===== config.mk =====
export PLATFORM = sky130hd
export DESIGN_NAME = fetch_controller
export DESIGN_NICKNAME = d
export VERILOG_FILES = /design/src/rtl/fetch_controller.sv
export SDC_FILE = /design/constraint.sdc
export NUM_CORES = 1
export LEC_CHECK = 0
export BUFFER_PORTS_ARGS = -buffer_cell sky130_fd_sc_hd__buf_2
export CORE_ASPECT_RATIO = 0.5
export CORE_MARGIN = 3
export CORE_UTILIZATION = 25
export CTS_CLUSTER_DIAMETER = 200
export DETAILED_ROUTE_END_ITERATION = 8
export GPL_TIMING_DRIVEN = 0
export MAX_ROUTING_LAYER = met4
export PLACE_DENSITY_LB_ADDON = 0.08
export SETUP_SLACK_MARGIN = 0.05
export SLEW_MARGIN = 20
export SYNTH_ARGS = -nofsm -noshare
export SYNTH_HDL_FRONTEND = slang
export SYNTH_SLANG_ARGS = --single-unit

===== constraint.sdc =====
create_clock -name clk -period 4.5 [get_ports clk]
set_input_delay 0.45 -clock clk [delete_from_list [all_inputs] [get_ports clk]]
set_output_delay 0.45 -clock clk [all_outputs]
set_load 0.05 [all_outputs]

===== src/rtl/fetch_controller.sv =====
// fetch_controller: instruction-fetch sequencer for the MIPS core.
// Owns the PC, drives a combinational instruction memory, buffers fetched
// words in a 2-entry queue and presents them to decode over valid/ready.
//
// Ports:
//   clk, rst_n           clock (rising edge), asynchronous active-low reset
//   Start, Halt          leave IDLE (pulse) / suspend fetching (level)
//   ImemAddr, ImemData   instruction memory address (== PC) and returned word
//   Redirect, RedirectPC branch/jump taken pulse and its target
//   IdValid, IdReady     decode handshake; IdInstr/IdPC carry the queue head
//   AddrErr              sticky flag for a misaligned redirect target
//   State                FSM state for debug (IDLE=0, RUN=1, HALTED=2)
//   FetchCount           handshake counter, present only with FETCH_PERF_EN
//
// Optional feature macro: FETCH_PERF_EN

// fifo: generic first-word-fall-through queue with synchronous flush.
// Latency: a pushed word is visible at pop_dat the cycle after the push.
// Backpressure: push_rdy drops when full unless the head is popped this cycle.
module fifo #(
    parameter int WIDTH = 64,
    parameter int DEPTH = 2
) (
    input  logic             clk,
    input  logic             rst_n,
    input  logic             flush,
    input  logic             push_vld,
    output logic             push_rdy,
    input  logic [WIDTH-1:0] push_dat,
    output logic             pop_vld,
    input  logic             pop_rdy,
    output logic [WIDTH-1:0] pop_dat
);
    localparam int PW = (DEPTH > 1) ? $clog2(DEPTH) : 1;
    localparam int CW = $clog2(DEPTH + 1);
    localparam logic [PW-1:0] LAST = PW'(DEPTH - 1);
    localparam logic [CW-1:0] FULL = CW'(DEPTH);

    logic [WIDTH-1:0] mem [DEPTH];
    logic [PW-1:0]    rd_ptr;
    logic [PW-1:0]    wr_ptr;
    logic [CW-1:0]    count;
    logic             push;
    logic             pop;

    assign pop_vld  = (count != '0);
    assign pop_dat  = mem[rd_ptr];
    // A full queue can still take a word when its head leaves this cycle.
    assign push_rdy = (count != FULL) | (pop_vld & pop_rdy);
    // Flush wins over everything, including a same-cycle pop.
    assign pop      = pop_vld & pop_rdy & ~flush;
    assign push     = push_vld & push_rdy & ~flush;

    always_ff @(posedge clk or negedge rst_n) begin
        if (!rst_n) begin
            for (int i = 0; i < DEPTH; i++) begin
                mem[i] <= '0;
            end
            rd_ptr <= '0;
            wr_ptr <= '0;
            count  <= '0;
        end else if (flush) begin
            rd_ptr <= '0;
            wr_ptr <= '0;
            count  <= '0;
        end else begin
            if (push) begin
                mem[wr_ptr] <= push_dat;
                wr_ptr      <= (wr_ptr == LAST) ? '0 : wr_ptr + PW'(1);
            end
            if (pop) begin
                rd_ptr <= (rd_ptr == LAST) ? '0 : rd_ptr + PW'(1);
            end
            case ({push, pop})
                2'b10:   count <= count + CW'(1);
                2'b01:   count <= count - CW'(1);
                default: count <= count;
            endcase
        end
    end
endmodule

// fetch_controller: PC sequencing, start/halt FSM and redirect handling.
// Latency: a word fetched in cycle N is presented to decode in cycle N+1.
// Backpressure: fetch stalls while the queue is full and decode is not ready.
module fetch_controller #(
    parameter logic [31:0] RESET_PC = 32'h0000_0000,
    parameter int          DEPTH    = 2
) (
    input  logic        clk,
    input  logic        rst_n,
    input  logic        Start,
    input  logic        Halt,
    output logic [31:0] ImemAddr,
    input  logic [31:0] ImemData,
    input  logic        Redirect,
    input  logic [31:0] RedirectPC,
    output logic        IdValid,
    input  logic        IdReady,
    output logic [31:0] IdInstr,
    output logic [31:0] IdPC,
    output logic        AddrErr,
    output logic [1:0]  State
`ifdef FETCH_PERF_EN
    ,
    output logic [31:0] FetchCount
`endif
);
    typedef enum logic [1:0] {
        IDLE   = 2'd0,
        RUN    = 2'd1,
        HALTED = 2'd2
    } state_t;

    typedef struct packed {
        logic [31:0] pc;
        logic [31:0] instr;
    } fetch_ent_t;

    state_t     state;
    state_t     state_nxt;
    logic [31:0] pc;
    logic        fetch_vld;
    logic        fetch_rdy;
    logic        fetch;
    fetch_ent_t  push_dat;
    fetch_ent_t  head_dat;

    always_ff @(posedge clk or negedge rst_n) begin
        if (!rst_n) begin
            state <= IDLE;
        end else begin
            state <= state_nxt;
        end
    end

    // Start in IDLE always lands in RUN first, even with Halt high; the
    // HALTED transition follows a cycle later, so no fetch happens in IDLE.
    always_comb begin
        state_nxt = state;
        fetch_vld = 1'b0;
        case (state)
            IDLE: begin
                if (Start) state_nxt = RUN;
            end
            RUN: begin
                if (Halt) state_nxt = HALTED;
                fetch_vld = ~Halt & ~Redirect;
            end
            HALTED: begin
                if (!Halt) state_nxt = RUN;
            end
            default: state_nxt = IDLE;
        endcase
    end

    assign fetch = fetch_vld & fetch_rdy;

    always_ff @(posedge clk or negedge rst_n) begin
        if (!rst_n) begin
            pc      <= RESET_PC;
            AddrErr <= 1'b0;
        end else if (Redirect) begin
            pc <= {RedirectPC[31:2], 2'b00};
            if (RedirectPC[1:0] != 2'b00) AddrErr <= 1'b1;
        end else if (fetch) begin
            pc <= pc + 32'd4;
        end
    end

    assign push_dat.pc    = pc;
    assign push_dat.instr = ImemData;

    fifo #(
        .WIDTH ($bits(fetch_ent_t)),
        .DEPTH (DEPTH)
    ) u_queue (
        .clk      (clk),
        .rst_n    (rst_n),
        .flush    (Redirect),
        .push_vld (fetch_vld),
        .push_rdy (fetch_rdy),
        .push_dat (push_dat),
        .pop_vld  (IdValid),
        .pop_rdy  (IdReady),
        .pop_dat  (head_dat)
    );

    assign ImemAddr = pc;
    assign IdInstr  = head_dat.instr;
    assign IdPC     = head_dat.pc;
    assign State    = state;

`ifdef FETCH_PERF_EN
    always_ff @(posedge clk or negedge rst_n) begin
        if (!rst_n) begin
            FetchCount <= 32'd0;
        end else if (IdValid && IdReady) begin
            FetchCount <= FetchCount + 32'd1;
        end
    end
`endif
endmodule


# Word level (Yosys, flattened, before mapping)
# Index checks and enable logic that the tools add are counted.
[op_classes]
add_sub_neg = 5
order_cmp = 3
n_eq_ne = 8
muxes = 21
bitwise = 10
reduce_logical = 11
[op_table]
columns = ["operator", "count"]
rows = [
  ["two-way mux 64 bit", 4],
  ["bitwise mux 128 bit", 1],
  ["demux 64 bit (select 1 bit)", 1],
  ["two-way mux 32 bit", 2],
  ["adder 32 x 3 -> 32 bit, second input constant", 1],
  ["nonzero test 2 bit", 5],
  ["two-way mux 2 bit", 4],
  ["inequality test 2 bit, second input constant", 4],
  ["two-way mux 1 bit", 7],
  ["case mux 2 bit (3 select lines)", 1],
  ["bitwise AND 1 bit", 5],
  ["equality test 2 x 1 -> 1 bit, second input constant", 2],
  ["equality test 2 bit, second input constant", 2],
  [">= comparator 2 bit, second input constant", 2],
  ["NOT 1 -> 2 bit", 2],
  ["case mux 2 bit (2 select lines)", 1],
  ["AND reduction 2 bit", 2],
  ["AND reduction 3 bit", 1],
  ["nonzero test 3 bit", 1],
  ["adder 1 bit, second input constant", 2],
  ["adder 2 x 1 -> 2 bit, second input constant", 1],
  ["logical NOT 2 bit", 1],
  ["less-than comparator 2 x 1 -> 1 bit, second input constant", 1],
  ["NOT 1 bit", 2],
  ["other kinds (3)", 3],
]
[totals]
ff_bits = 167

# Longest topological paths before layout
[depth]
depth_word = 8
ltp_mapped = 7

# By module
# A second synthesis with hierarchy kept.
[hier_totals]
cells_unflattened = 589
hier_area_um2 = 7958.9
[by_module_without_submodules]
columns = ["mod", "n_inst", "cells_per_inst", "area_each_um2", "seq_area_each_um2"]
rows = [
  ["fifo", 1, 367, 6044.5, 3303.2],
  ["fetch_controller", 1, 222, 1914.3, 825.8],
]

# Worst setup path after synthesis
# OpenSTA, ideal clock, no wires.
[synth_timing]
kind = "register to register"
start = "reg state[0], in the netlist State[0]"
end = "reg pc[25], in the netlist ImemAddr[25]"
setup_ps = 124
t_arrival_ps = 2265
t_required_ps = 4376
path_slack_ps = 2111
path_stages_with_launch = 5
n_path_buf = 0
cell_sequence = "dfrtp_1 -> or3b_4 -> or4b_1 -> o41a_1 -> o31a_1"
[synth_via]
elab_chain_len = 4
[synth_rtl]
columns = ["element", "line_no", "rtl"]
rows = [
  ["start, declared", "120", "state_t state;"],
  ["start signal, assigned", "133", "state <= state_nxt;"],
  ["equality test 2 x 1 -> 1 bit", "142", "case (state)"],
  ["two-way mux 1 bit", "142", ""],
  ["bitwise AND 1 bit", "157", "assign fetch = fetch_vld & fetch_rdy;"],
  ["nonzero test 2 bit (no line)", "-", ""],
  ["end signal, assigned", "164", "pc <= {RedirectPC[31:2], 2'b00};"],
  ["end signal, assigned", "167", "pc <= pc + 32'd4;"],
  ["end, declared", "122", "logic [31:0] pc;"],
]
# No other way between the ends.
# A chain may end at the register's enable or synchronous reset.

# Worst setup path in the final report
[layout_timing]
start = "reg u_queue.rd_ptr"
end = "out IdPC[14]"
[layout_via]
elab_chain_len = 4
[layout_rtl]
columns = ["element", "line_no", "rtl"]
rows = [
  ["start, declared", "40", "logic [PW-1:0] rd_ptr;"],
  ["start signal, assigned", "72", "rd_ptr <= (rd_ptr == LAST) ? '0 : rd_ptr + PW'(1);"],
  ["NOT 1 -> 2 bit (implied by the code)", "47", "assign pop_dat = mem[rd_ptr];"],
  ["two-way mux 64 bit (implied by the code) (3 in a row)", "47", ""],
  ["end, declared", "101", "output logic [31:0] IdPC,"],
]
# No other way between the ends. The select of a mux whose other input is x is not followed.

==> impl_metrics.toml <==
[clocking]
postCtsSetupBuffers = 0
cts_tree = "built"
cts_buffers = 17
clockRootBuffer = "clkbuf_16"
cts_num_sinks = 161
clock_latency_ps = 440
cts_buffer_depth = 2
htreeDepth = 4
postCtsHoldBufs = 0
cts-resized-gates = 0
clk_pin_slew_ps = 60

[finish]
multi_input_area_um2 = 3356
nNetsFinal = 849
area_growth_pct = 26.26
antenna_cells = 0
final_cell_count_no_fill = 1182
register_area_um2 = 4029
drive_above_1_share_pct = 35.65
final_common_cell = "buf_2"
fillCellCount = 3008
layout_common_cells = "buf_2 (176), dfrtp_1 (161), mux2_1 (120)"

[critical_path]
critPathMaxFanout = 10
critical_path_arrival_ps = 2670
cp-end-kind = "output pin"
cp-start-kind = "register"
crit_type = "reg2out"
required_ps = 4050

[power]
p_sw_share_pct = 42.21
p_leak_nw = 4.238
combPwrFrac_pct = 41.9
p_sw_w = 0.002817
ir_drop_uv = 278.9
p_int_w = 0.003856
p_clk_share_pct = 23.5
power.density_nw_per_um2 = 699.4
seq_power_share_pct = 34.6

[routing]
wire_per_inst_um = 19.14
num_vias = 5460
drt_iter0_markers = 224
drc = 0
drt-pass1-iter-count = 4
drt-total-wl_um = 22630
viasPerCell = 4.619
ant_nets = 0

[timing]
slew_viol_final = 0
min_period_over_period_pct = 69.22
finalHoldViolCount = 0
clock_skew_ps = 11.21
timing.final.crit_period_ps = 3115
setup-tns-final_ps = 0
rsz0062_at_grt = "no"
worst_pin_slew_ps = 1030
max-slew-margin-rel_pct = 31.35
max_freq_mhz = 321.0
setup_violations = 0

[synth]
yosysTopAreaCell = "dfrtp_1"
synth.area.top_cells = "dfrtp_1 (53%), mux2_1 (18%), mux2_2 (9.7%)"
netlist_area_um2 = 7557
synth_top_area_share_pct = 53.31
synth_warnings = 0
syn_inst = 590
syn_avg_cell_area_um2 = 12.81
synth_edf_count = 0
yosysSeqAreaShare_pct = 53.31
yosys_most_used_dff = "dfrtp_1"
synthArstFlopShare_pct = 100.0
ys_seq_elements = 161
synth.distinct_cells = 49

[place]
place_hpwl_um = 15760
placed_cells = 1150
gp_congestion = 0.7439
io_buffers = 165

[die]
io_pins = 170
die_y_um = 128.9
die_w_um = 251.9
dieArea_um2 = 32480
fp.coreArea_um2 = 29400
rows = 44
start_util_pct = 25.71

[flow_run]
maxCapViolations = 0

[outcome]
status = "finished, final reports clean"

[global_routing]
grt_first_pass_wirelength_um = 35310
antenna_found_initial = 0
grt-ovfl-total = 0
grt_start_max_net_pins = 84
groute.usage.overall_pct = 14.98
grt_pass1_vias = 5768

[min_path]
hp-class = "in2async"
[critical path, cell delays in order, from the launching register on]
cell and delay, ps:
dfrtp_1 320, clkbuf_1 430, clkbuf_1 820, mux2_2 430, buf_2 210
[cell type report]
class                           count  area share, %
Buffer                             38          1.810
Clock buffer                       21          4.826
Clock inverter                     11          1.678
Inverter                            3         0.1180
Multi-Input combinational cell    391          35.17
Sequential cell                   161          42.22
Tap cell                          391          5.127
Timing Repair Buffer              166          9.048
[Yosys cell counts (12+ instances only)]
| cell | number |
|---|---|
| nand4_1 | 12 |
| a31oi_1 | 18 |
| buf_2 | 12 |
| dfrtp_1 | 161 |
| or4_1 | 18 |
| clkbuf_1 | 21 |
| mux2_1 | 120 |
| nor2_1 | 23 |
| nand3_1 | 14 |
| nand2_1 | 24 |
| mux2_2 | 65 |
| o31ai_1 | 16 |
[sequential cells by signal, indices dropped and copies added (netlist names)]
name            flops
u_queue.mem       124
ImemAddr           30
AddrErr             1
u_queue.wr_ptr      1
u_queue.count       2
State               2
u_queue.rd_ptr      1
[cell families after synthesis]
logic type      Yosys count  share of synthesized area, %
compound gates           59                         5.133
xor+xnor                  9                         1.043
fa+ha+maj                 1                        0.1655
buf+inv                  41                         2.434
flops                   161                         53.31
mux                     187                         27.83
other cells               1                       0.04962
simple gates            131                         10.03
[stage by stage]
step / hold slack (ps) / utilization [%] / setup WS, ps / total power, W / instance area, um^2
after floorplan: 154.4 / - / 2111 / 0.004485 / 7569
after global placement: 445.6 / 30.22 / 125.6 / 0.005131 / 8884
after detailed placement: 452.8 / 30.35 / 1315 / 0.005184 / 8921
after CTS: 23.76 / 32.46 / 1260 / 0.006799 / 9542
after global routing: 47.54 / 32.46 / 1176 / 0.007060 / 9542
final: 21.57 / 32.46 / 1385 / 0.006673 / 9542
[worst paths after layout]
check                            startpoint               to  slack, ps  cells after the start
setup / recovery             u_queue.rd_ptr         IdPC[14]       1380                      4
hold reg to reg                     AddrErr          AddrErr        460                      1
min in group clk                ImemData[9]   u_queue.mem[9]        240                      2
setup reg to reg           u_queue.count[1]  u_queue.mem[87]       1490                      6
max in group asynchronous             rst_n     ImemAddr[10]       3600                      2
hold / removal                        rst_n   u_queue.mem[5]         20                      1
[metal layers]
layer	up-vias	share of wire [%]	GRT usage, %
li1	2558	-	-
met1	2809	47	18.66
met2	76	50	24.80
met3	17	2.6	3.171
met4	0	1.2	4.299
met5	-	0	-
[power groups by stage]
stage                     Clock, W  Combinational, W  Sequential (W)
after CTS                  0.00163           0.00285         0.00232
after floorplan                  0           0.00213         0.00236
after detailed placement         0           0.00284         0.00234
final                      0.00157           0.00279         0.00231
after global routing       0.00169           0.00297         0.00239
after global placement           0           0.00282         0.00232
Note: power is estimated with default switching activity, not from simulation.
